$ cat config.mk
export PLATFORM = sky130hd
export DESIGN_NAME = fpu_seq_unit
export DESIGN_NICKNAME = d
export VERILOG_FILES = /design/src/rtl/fpu_seq_unit.sv
export SDC_FILE = /design/constraint.sdc
export NUM_CORES = 2
export LEC_CHECK = 0
export CORE_ASPECT_RATIO = 1.2
export CORE_MARGIN = 3
export CORE_UTILIZATION = 30
export DETAILED_ROUTE_END_ITERATION = 10
export PLACE_DENSITY = 0.48
export SKIP_LAST_GASP = 1
export SLEW_MARGIN = 20
export SYNTH_ARGS = -nofsm -noshare
export SYNTH_HDL_FRONTEND = slang
export SYNTH_SLANG_ARGS = --single-unit
$ cat constraint.sdc
create_clock -name clk -period 17.5 [get_ports clk]
set_input_delay 3.5 -clock clk [delete_from_list [all_inputs] [get_ports clk]]
set_output_delay 3.5 -clock clk [all_outputs]
set_load 0.005 [all_outputs]
$ cat src/rtl/fpu_seq_unit.sv
// Multi-cycle single-precision ADD/SUB/MUL unit on a strobe handshake.
// Denormals flush to zero and every result is truncated (round toward zero).
module fpu_seq_unit (
    input  logic        clk,
    input  logic        reset_i,
    input  logic [3:0]  op_i,
    input  logic [31:0] a_value_i,
    input  logic [31:0] b_value_i,
    input  logic        exec_strobe_i,
    output logic [31:0] z_value_o,
    output logic        done_strobe_o
);

    localparam logic [2:0] IDLE   = 3'd0;
    localparam logic [2:0] UNPACK = 3'd1;
    localparam logic [2:0] OP     = 3'd2;
    localparam logic [2:0] NORM   = 3'd3;
    localparam logic [2:0] PACK   = 3'd4;
    localparam logic [2:0] DONE   = 3'd5;

    localparam logic [3:0]  OP_ADD = 4'd0;
    localparam logic [3:0]  OP_SUB = 4'd1;
    localparam logic [3:0]  OP_MUL = 4'd2;
    localparam logic [31:0] QNAN   = 32'h7FC0_0000;

    logic [2:0]         state;
    logic [3:0]         op_r;
    logic [31:0]        a_r;
    logic [31:0]        b_r;
    logic               sign_a;
    logic               sign_b;
    logic [7:0]         exp_a;
    logic [7:0]         exp_b;
    logic [23:0]        man_a;
    logic [23:0]        man_b;
    logic               sign_z;
    logic signed [9:0]  exp_z;
    logic [24:0]        man_z;

    logic        u_sa;
    logic        u_sb;
    logic        u_sbe;
    logic [7:0]  u_ea;
    logic [7:0]  u_eb;
    logic [22:0] u_fa;
    logic [22:0] u_fb;
    logic        nan_a;
    logic        nan_b;
    logic        inf_a;
    logic        inf_b;
    logic        zero_a;
    logic        zero_b;
    logic        special_hit;
    logic [31:0] special_z;

    assign u_sa   = a_r[31];
    assign u_sb   = b_r[31];
    assign u_sbe  = b_r[31] ^ (op_r == OP_SUB);
    assign u_ea   = a_r[30:23];
    assign u_eb   = b_r[30:23];
    assign u_fa   = a_r[22:0];
    assign u_fb   = b_r[22:0];
    assign nan_a  = (u_ea == 8'hFF) && (u_fa != 23'd0);
    assign nan_b  = (u_eb == 8'hFF) && (u_fb != 23'd0);
    assign inf_a  = (u_ea == 8'hFF) && (u_fa == 23'd0);
    assign inf_b  = (u_eb == 8'hFF) && (u_fb == 23'd0);
    assign zero_a = (u_ea == 8'd0);
    assign zero_b = (u_eb == 8'd0);

    // Operands that short-circuit straight to DONE without any arithmetic
    always_comb begin
        special_hit = 1'b1;
        special_z   = 32'h0000_0000;
        if (op_r > OP_MUL) begin
            special_z = 32'h0000_0000;
        end else if (nan_a || nan_b) begin
            special_z = QNAN;
        end else if (op_r == OP_MUL) begin
            if ((inf_a && zero_b) || (inf_b && zero_a))
                special_z = QNAN;
            else if (inf_a || inf_b)
                special_z = {u_sa ^ u_sb, 8'hFF, 23'd0};
            else if (zero_a || zero_b)
                special_z = {u_sa ^ u_sb, 31'd0};
            else
                special_hit = 1'b0;
        end else begin
            if (inf_a && inf_b)
                special_z = (u_sa != u_sbe) ? QNAN : {u_sa, 8'hFF, 23'd0};
            else if (inf_a)
                special_z = {u_sa, 8'hFF, 23'd0};
            else if (inf_b)
                special_z = {u_sbe, 8'hFF, 23'd0};
            else if (zero_a && zero_b)
                special_z = {u_sa & u_sbe, 31'd0};
            else if (zero_a)
                special_z = {u_sbe, b_r[30:0]};
            else if (zero_b)
                special_z = a_r;
            else
                special_hit = 1'b0;
        end
    end

    logic               a_big;
    logic [7:0]         big_e;
    logic [7:0]         small_e;
    logic [23:0]        big_m;
    logic [23:0]        small_m;
    logic               big_s;
    logic               small_s;
    logic [7:0]         exp_diff;
    logic [23:0]        aligned;
    logic [24:0]        sum;
    logic [47:0]        product;
    logic [9:0]         mul_exp;
    logic [23:0]        prod_m;
    logic signed [9:0]  prod_e;

    // sign_b already carries the SUB inversion, so the adder only compares signs
    always_comb begin
        a_big    = {exp_a, man_a} >= {exp_b, man_b};
        big_e    = a_big ? exp_a  : exp_b;
        small_e  = a_big ? exp_b  : exp_a;
        big_m    = a_big ? man_a  : man_b;
        small_m  = a_big ? man_b  : man_a;
        big_s    = a_big ? sign_a : sign_b;
        small_s  = a_big ? sign_b : sign_a;
        exp_diff = big_e - small_e;
        aligned  = (exp_diff > 8'd24) ? 24'd0 : (small_m >> exp_diff);
        if (big_s == small_s)
            sum = {1'b0, big_m} + {1'b0, aligned};
        else
            sum = {1'b0, big_m} - {1'b0, aligned};

        product = 48'(man_a) * 48'(man_b);
        mul_exp = {2'b00, exp_a} + {2'b00, exp_b} - 10'd127;
        if (product[47]) begin
            prod_m = 24'(product >> 24);
            prod_e = $signed(mul_exp + 10'd1);
        end else begin
            prod_m = 24'(product >> 23);
            prod_e = $signed(mul_exp);
        end
    end

    assign done_strobe_o = (state == DONE);

    always_ff @(posedge clk or posedge reset_i) begin
        if (reset_i) begin
            state     <= IDLE;
            op_r      <= 4'd0;
            a_r       <= 32'd0;
            b_r       <= 32'd0;
            sign_a    <= 1'b0;
            sign_b    <= 1'b0;
            exp_a     <= 8'd0;
            exp_b     <= 8'd0;
            man_a     <= 24'd0;
            man_b     <= 24'd0;
            sign_z    <= 1'b0;
            exp_z     <= 10'sd0;
            man_z     <= 25'd0;
            z_value_o <= 32'h0000_0000;
        end else begin
            case (state)
                IDLE: begin
                    if (exec_strobe_i) begin
                        op_r  <= op_i;
                        a_r   <= a_value_i;
                        b_r   <= b_value_i;
                        state <= UNPACK;
                    end
                end
                UNPACK: begin
                    sign_a <= u_sa;
                    sign_b <= u_sbe;
                    exp_a  <= u_ea;
                    exp_b  <= u_eb;
                    man_a  <= {1'b1, u_fa};
                    man_b  <= {1'b1, u_fb};
                    if (special_hit) begin
                        z_value_o <= special_z;
                        state     <= DONE;
                    end else begin
                        state <= OP;
                    end
                end
                OP: begin
                    if (op_r == OP_MUL) begin
                        sign_z <= sign_a ^ sign_b;
                        exp_z  <= prod_e;
                        man_z  <= {1'b0, prod_m};
                        state  <= NORM;
                    end else if (sum == 25'd0) begin
                        z_value_o <= 32'h0000_0000;
                        state     <= DONE;
                    end else begin
                        sign_z <= big_s;
                        exp_z  <= $signed({2'b00, big_e});
                        man_z  <= sum;
                        state  <= NORM;
                    end
                end
                // One left shift per cycle until the hidden bit reaches bit 23
                NORM: begin
                    if (man_z[24]) begin
                        man_z <= man_z >> 1;
                        exp_z <= exp_z + 10'sd1;
                        state <= PACK;
                    end else if (man_z[23]) begin
                        state <= PACK;
                    end else begin
                        man_z <= man_z << 1;
                        exp_z <= exp_z - 10'sd1;
                    end
                end
                PACK: begin
                    if (exp_z >= 10'sd255)
                        z_value_o <= {sign_z, 8'hFF, 23'd0};
                    else if (exp_z <= 10'sd0)
                        z_value_o <= {sign_z, 31'd0};
                    else
                        z_value_o <= {sign_z, exp_z[7:0], man_z[22:0]};
                    state <= DONE;
                end
                DONE: begin
                    state <= IDLE;
                end
                default: begin
                    state <= IDLE;
                end
            endcase
        end
    end

endmodule

Word-level counts from Yosys, hierarchy flattened

Cells that the tools add are included.

Input bits: 71
Flip-flop bits (word level): 205
Word-level logic and storage cells: 141
Output and inout bits: 33

Order comparisons: 5
Add/sub/neg operators: 8
Bitwise operators: 4
Shifts and indexed selects: 1
Reduce and logical (&&, ||, !) cells: 28
Muxes and demuxes: 60
Multipliers: 1
Eq/ne operators: 19

Operators with widths:

| operator                                                         | number |
|---|---|
| 32-bit two-way mux                                               | 16 |
| 24-bit two-way mux                                               | 6 |
| 32-bit case mux with 3 select lines                              | 1 |
| 25-bit two-way mux                                               | 3 |
| 31-bit two-way mux                                               | 2 |
| 10-bit two-way mux                                               | 5 |
| 25-bit case mux with 2 select lines                              | 1 |
| 24-bit by 24-bit multiplier with 48-bit output                   | 1 |
| 23-bit zero test                                                 | 2 |
| 23-bit nonzero test                                              | 2 |
| 32-bit greater-or-equal comparator                               | 1 |
| 24-bit by 24-bit adder with 25-bit output                        | 1 |
| 25-bit zero test                                                 | 1 |
| 24-bit by 24-bit subtractor with 25-bit output                   | 1 |
| 24-bit by 8-bit >> shifter with 24-bit output                    | 1 |
| 10-bit case mux with 2 select lines                              | 1 |
| 3-bit two-way mux                                                | 6 |
| 8-bit == test (second input constant)                            | 2 |
| 8-bit zero test                                                  | 2 |
| 1-bit two-way mux                                                | 16 |
| 8-bit two-way mux                                                | 2 |
| 3-bit case mux with 5 select lines                               | 1 |
| 10-bit by 1-bit adder with 10-bit output (second input constant) | 1 |
| 10-bit by 2-bit adder with 10-bit output (second input constant) | 1 |
| other kinds (27)                                                 | 50 |

Longest topological paths before layout

Depth in word-level cells: 12
Depth in mapped cells: 49
Gate-level depth less buffers: 40

Least setup slack after synthesis

OpenSTA, ideal clock, no wires.

Path kind: reg-to-reg
From: register man_a[0]
To: register z_value_o[0]
Path buffers: 9
Slack: 7425 ps
Required time: 17375 ps
Stages on the path, launching flop included: 49
Data arrival time: 9950 ps
Cells stage by stage: dfrtp_1 clkbuf_1 clkinv_1 clkbuf_1 ha_1 nor3b_1 o21ai_0 a211oi_1 or2_2 buf_2 nand2_1 buf_2 clkbuf_1 clkbuf_1 o21a_1 ha_1 nor2_1 o21ai_0 [13 not listed] ha_1 nand3_1 o211ai_1 a211o_1 nor3b_1 o31ai_1 o21ai_0 nand4_1 nand3b_1 xnor2_1 and4_1 nand3_1 inv_1 a221o_1 a211oi_2 o311ai_4 buf_6 mux2_4

Cells in the longest elaborated chain, start to end: 10
Elaborated cells on any way between the ends: 18
Those cells by class: add/sub: 3; order compare: 2; eq/ne: 2; shift: 1; mux: 8; reduce/logical: 2

Ends and longest elaborated chain:

| item                                                                                                           | RTL line | RTL |
|---|---|---|
| from (decl)                                                                                                    | 34       | `logic [23:0] man_a;` |
| from (signal assigned)                                                                                         | 180      | `man_a <= {1'b1, u_fa};` |
| 32-bit greater-or-equal comparator                                                                             | 122      | `a_big = {exp_a, man_a} >= {exp_b, man_b};` |
| 8-bit two-way mux, on equally long branches                                                                    | 123, 124 |  |
| 8-bit subtractor                                                                                               | 129      | `exp_diff = big_e - small_e;` |
| 24-bit by 8-bit >> shifter with 24-bit output or 8-bit by 5-bit > comparator with 1-bit output (tied branches) | 130      | `aligned = (exp_diff > 8'd24) ? 24'd0 : (small_m >> exp_diff);` |
| 24-bit two-way mux                                                                                             | 130      |  |
| 24-bit by 24-bit subtractor with 25-bit output or 24-bit by 24-bit adder with 25-bit output (tied branches)    | 134, 132 |  |
| 25-bit two-way mux *                                                                                           | 131      | `if (big_s == small_s)` |
| 25-bit zero test *                                                                                             | 195      | `end else if (sum == 25'd0) begin` |
| 2-bit inequality test (no line) *                                                                              | --       |  |
| 4-bit AND reduction (no line) *                                                                                | --       |  |
| to (signal assigned)                                                                                           | 220      | `z_value_o <= {sign_z, 8'hFF, 23'd0};` |
| to (signal assigned)                                                                                           | 222      | `z_value_o <= {sign_z, 31'd0};` |
| to (signal assigned)                                                                                           | 224      | `z_value_o <= {sign_z, exp_z[7:0], man_z[22:0]};` |
| to (decl)                                                                                                      | 10       | `output logic [31:0] z_value_o,` |

Every way passes the cells marked *; elsewhere a longest branch is shown, timed or not.
A chain may end at the register's enable or synchronous reset.

Final worst setup path

From: register man_b[16]
To: register man_z[21]

Cells in the longest elaborated chain, start to end: 10
Elaborated cells on any way between the ends: 23
Those cells by class: add/sub: 3; mul: 1; order compare: 2; eq/ne: 2; shift: 1; mux: 12; reduce/logical: 2

Ends and longest elaborated chain:

| item                                                                                                           | RTL line | RTL |
|---|---|---|
| from (decl)                                                                                                    | 35       | `logic [23:0] man_b;` |
| from (signal assigned)                                                                                         | 181      | `man_b <= {1'b1, u_fb};` |
| 32-bit greater-or-equal comparator                                                                             | 122      |  |
| 8-bit two-way mux, on equally long branches                                                                    | 123, 124 |  |
| 8-bit subtractor                                                                                               | 129      |  |
| 24-bit by 8-bit >> shifter with 24-bit output or 8-bit by 5-bit > comparator with 1-bit output (tied branches) | 130      |  |
| 24-bit two-way mux                                                                                             | 130      |  |
| 24-bit by 24-bit subtractor with 25-bit output or 24-bit by 24-bit adder with 25-bit output (tied branches)    | 134, 132 |  |
| 25-bit two-way mux                                                                                             | 131      |  |
| 25-bit zero test or 25-bit two-way mux (tied branches)                                                         | 195      |  |
| 3-bit inequality test (no line) or 25-bit two-way mux (tied branches)                                          | --       |  |
| 3-bit AND reduction (no line) or 25-bit case mux with 2 select lines (tied branches)                           | --       |  |
| to (signal assigned)                                                                                           | 193      | `man_z <= {1'b0, prod_m};` |
| to (signal assigned)                                                                                           | 201      | `man_z <= sum;` |
| to (signal assigned)                                                                                           | 208      | `man_z <= man_z >> 1;` |
| to (decl)                                                                                                      | 38       | `logic [24:0] man_z;` |

Several ways; a longest one is shown, not always the timed one. The select of a mux whose other input is x is not followed.

==> flow_metrics.py <==
metrics = {
    "yosys": {
        "synth-seq-cells": 204,
        "ys_async_sr_fraction_pct": 100,
        "synth_seq_area_share_pct": 14.9,
        "netlist_instances": 3854,
        "synth_ff_type": "sky130_fd_sc_hd__dfrtp_1",
        "yosysUniqueCellTypes": 92,
        "synthesis.area_um2": 34300,
        "synth-edff-count": 0,
        "syn_avg_cell_area_um2": 8.91,
        "ys_warn_count": 0,
        "syn-num-nets": 4683,
    },
    "timing": {
        "top_achievable_clock_speed_mhz": 82.5,
        "final.setup.worst_slack_ps": 5380,
        "setup-tns-final_ps": 0,
        "setup_violations": 0,
        "maxSlewViolCount": 0,
        "worstMarginPinSlew_ps": 1110,
        "clock_skew_ps": 26.6,
        "period_needed_ps": 12120,
        "timing.slew.headroom_pct": 25.8,
        "finalHoldViolations": 0,
        "setup_repair_after_global_routing_missed_its_margin": "no",
        "post-route-period-util_pct": 69.2,
    },
    "place": {
        "buffer_ports.inserted": 103,
        "post_dp_cell_area_um2": 36900,
        "dpl.hpwl_um": 93700,
        "routabilityCongestion": 0.961,
        "post-place-ws_ps": 5670,
    },
    "critical_path": {
        "critical_path.most_common_cell": "sky130_fd_sc_hd__ha_1",
        "number_of_buffer_and_inverter_instances_along_the_worst_setup_path": 5,
        "cp-end-kind": "flip-flop",
        "timing.critical_path.from_type": "flip-flop",
        "critPathSlowestCell": "sky130_fd_sc_hd__dfrtp_1",
        "critical_path_peak_fanout": 26,
        "worst-setup-path-type": "flip-flop to flip-flop",
        "cpLargestDelayFamily": "compound AO/OA/AOI/OAI gates",
        "critical_path_required_ps": 17930,
        "crit_arrival_ps": 12550,
        "worst_path_max_stage_delay_ps": 1070,
    },
    "clocking": {
        "worst_setup_hold_path_clk_slew_ps": 70,
        "numClockSinks": 204,
        "ctsHtreeMaxLevel": 1,
        "clk_path_buf_depth": 3,
        "clkLatencyLatePin_ps": 580,
        "postCtsResizedCells": 0,
        "cts-buffers-inserted": 24,
        "postCtsHoldBufs": 0,
        "clockRootBuffer": "sky130_fd_sc_hd__clkbuf_16",
        "tritoncts_clock_tree": "yes",
        "post-cts-setup-buffer-count": 0,
    },
    "finish": {
        "design.final.nets": 4657,
        "sequential_cell_area_um2": 5100,
        "design_area_um2": 37800,
        "postLayoutCoreUtil_pct": 33.4,
        "filler_cell_count": 12000,
        "diodes_inserted": 0,
        "synthToLayoutAreaGrowth_pct": 10.0,
        "multiInputGateArea_um2": 26200,
        "layout-drive-gt1-share_pct": 8.82,
    },
    "detailed_routing": {
        "drt-initial-drc-count": 2048,
        "detail_route.wirelength_um": 125000,
        "avgRoutedWirePerCell_um": 23.3,
        "final_antenna_violating_net_count": 0,
        "vias_per_cell": 5.19,
        "routed-via-count": 27800,
        "route.detailed.drc": 0,
        "first_pass_iters": 6,
    },
    "die": {
        "rows": 135,
        "die_area_um2": 119000,
        "initial_core_util_pct": 30.3,
        "io-pin-count": 104,
        "die_height_um": 377,
        "die_x_um": 315,
        "floorplan.core_area_um2": 113000,
    },
    "status": {
        "run_status": "finished, final reports clean",
    },
    "global_route": {
        "grt_overflow_total": 0,
        "grt_pass1_vias": 29200,
        "groute.usage.overall_pct": 21.2,
        "number_of_antenna_violations_at_the_first_check_in_global_routing": 3,
        "grt_first_pass_wirelength_um": 191000,
        "grt_start_max_net_pins": 90,
    },
    "job": {
        "cap_violations": 0,
    },
    "hold_path": {
        "min_path_type": "flip-flop to flip-flop",
    },
}
==> state kept, by name, indices dropped and copies added (netlist names) <==
signal	count
sign_z	1
man_a	24
sign_a	1
state	3
op_r	4
sign_b	1
a_r	32
z_value_o	32
b_r	32
exp_z	10
man_z	25
exp_b	8
exp_a	8
man_b	23
==> per-layer routing <==
metal	GRT usage (%)	share of wire, %	vias up
met3	1.80	4.3	226
met5	0	0.034	-
met2	37.0	49	835
met4	8.47	4.8	6
met1	27.1	42	14200
li1	-	-	12500
==> cell families (layout without fill, tap and decap cells) <==
family	count (synthesis)	count (layout)	share of synthesized area (%)
flops	204	204	14.9
xor+xnor	91	91	2.32
buf+inv	813	804	9.13
compound gates	616	616	11.5
mux	231	231	8.64
fa+ha+maj	758	758	38.2
simple gates	1141	1141	15.3
==> final timing paths <==
check / from / end / slack, ps / cells past startpoint
hold / removal: z_value_o[10]$_DFFE_PP0P_ / z_value_o[10]$_DFFE_PP0P_ / 510 / 1
max in group asynchronous: reset_i / exp_a[0]$_DFFE_PP0N_ / 12660 / 3
setup / recovery: man_b[16]$_DFFE_PP0N_ / man_z[21]$_DFFE_PP0P_ / 5380 / 41
setup reg to reg: man_b[16]$_DFFE_PP0N_ / man_z[21]$_DFFE_PP0P_ / 5380 / 41
hold reg to reg: z_value_o[10]$_DFFE_PP0P_ / z_value_o[10]$_DFFE_PP0P_ / 510 / 1
min in group asynchronous: reset_i / a_r[23]$_DFFE_PP0P_ / 3400 / 2
==> final cells by class <==
cell class              count  share of cell area (%)
multi-input cells        2837                    69.3
flip-flops and latches    204                    13.5
inverters                 584                    5.83
well taps                1507                    4.99
repair buffers            177                    4.20
clock buffers              34                    1.85
clock inverters             9                   0.328
==> metrics by stage <==
step	std cells	hold slack, ps
2_1_floorplan	3854	480
3_3_place_gp	5309	494
3_5_place_dp	5309	496
4_1_cts	5352	516
5_1_grt	5352	526
6_report	5352	512
==> cell usage in the layout, fill, tap and decap left out, types with 21 or more instances in the layout <==
master                            count
sky130_fd_sc_hd__mux2_2             126
sky130_fd_sc_hd__nand4_1             21
sky130_fd_sc_hd__clkbuf_16           24
sky130_fd_sc_hd__o21ai_0            180
sky130_fd_sc_hd__xor2_1              30
sky130_fd_sc_hd__inv_1              580
sky130_fd_sc_hd__o211ai_1            32
sky130_fd_sc_hd__dfrtp_1            204
sky130_fd_sc_hd__clkdlybuf4s50_1    103
sky130_fd_sc_hd__nand3_1             45
sky130_fd_sc_hd__and2_1             159
sky130_fd_sc_hd__nor4_1              26
sky130_fd_sc_hd__fa_1               484
sky130_fd_sc_hd__a21o_1              22
sky130_fd_sc_hd__mux2i_1             38
sky130_fd_sc_hd__nand2_1            581
sky130_fd_sc_hd__a22oi_1             42
sky130_fd_sc_hd__xnor2_1             59
sky130_fd_sc_hd__nor2_1             166
sky130_fd_sc_hd__mux2_4              44
sky130_fd_sc_hd__a21oi_1            158
sky130_fd_sc_hd__buf_4               74
sky130_fd_sc_hd__ha_1               274
sky130_fd_sc_hd__nor3_1              42
==> cells in the mapped netlist, drive strengths merged, types with 40 or more instances <==
cell	count	area share, %
nor2	170	1.9
nor3	44	0.66
dfrtp	204	15
mux2	172	6.1
and2	159	2.9
a22oi	42	0.92
a21oi	158	2.3
nand3	45	0.66
clkbuf	196	2.1
ha	274	10
fa	484	28
inv	582	6.4
mux2i	40	1.2
xnor2	60	1.5
nand2	582	6.4
o21ai	183	2.7
==> worst register-to-register path: cells and delay by family (launching register included) <==
family | cells | cell delay (ps)
AO/OA/AOI/OAI | 15 | 4630
AND/OR/NAND/NOR | 12 | 2130
adder cells (fa/ha/maj) | 4 | 1370
buffers and inverters | 5 | 1320
multiplexers | 3 | 1210
flip-flops | 1 | 1070
XOR/XNOR | 2 | 230
Power is not shown: default switching activity piles up to over one toggle a cycle in this logic, so the estimate is an artifact.
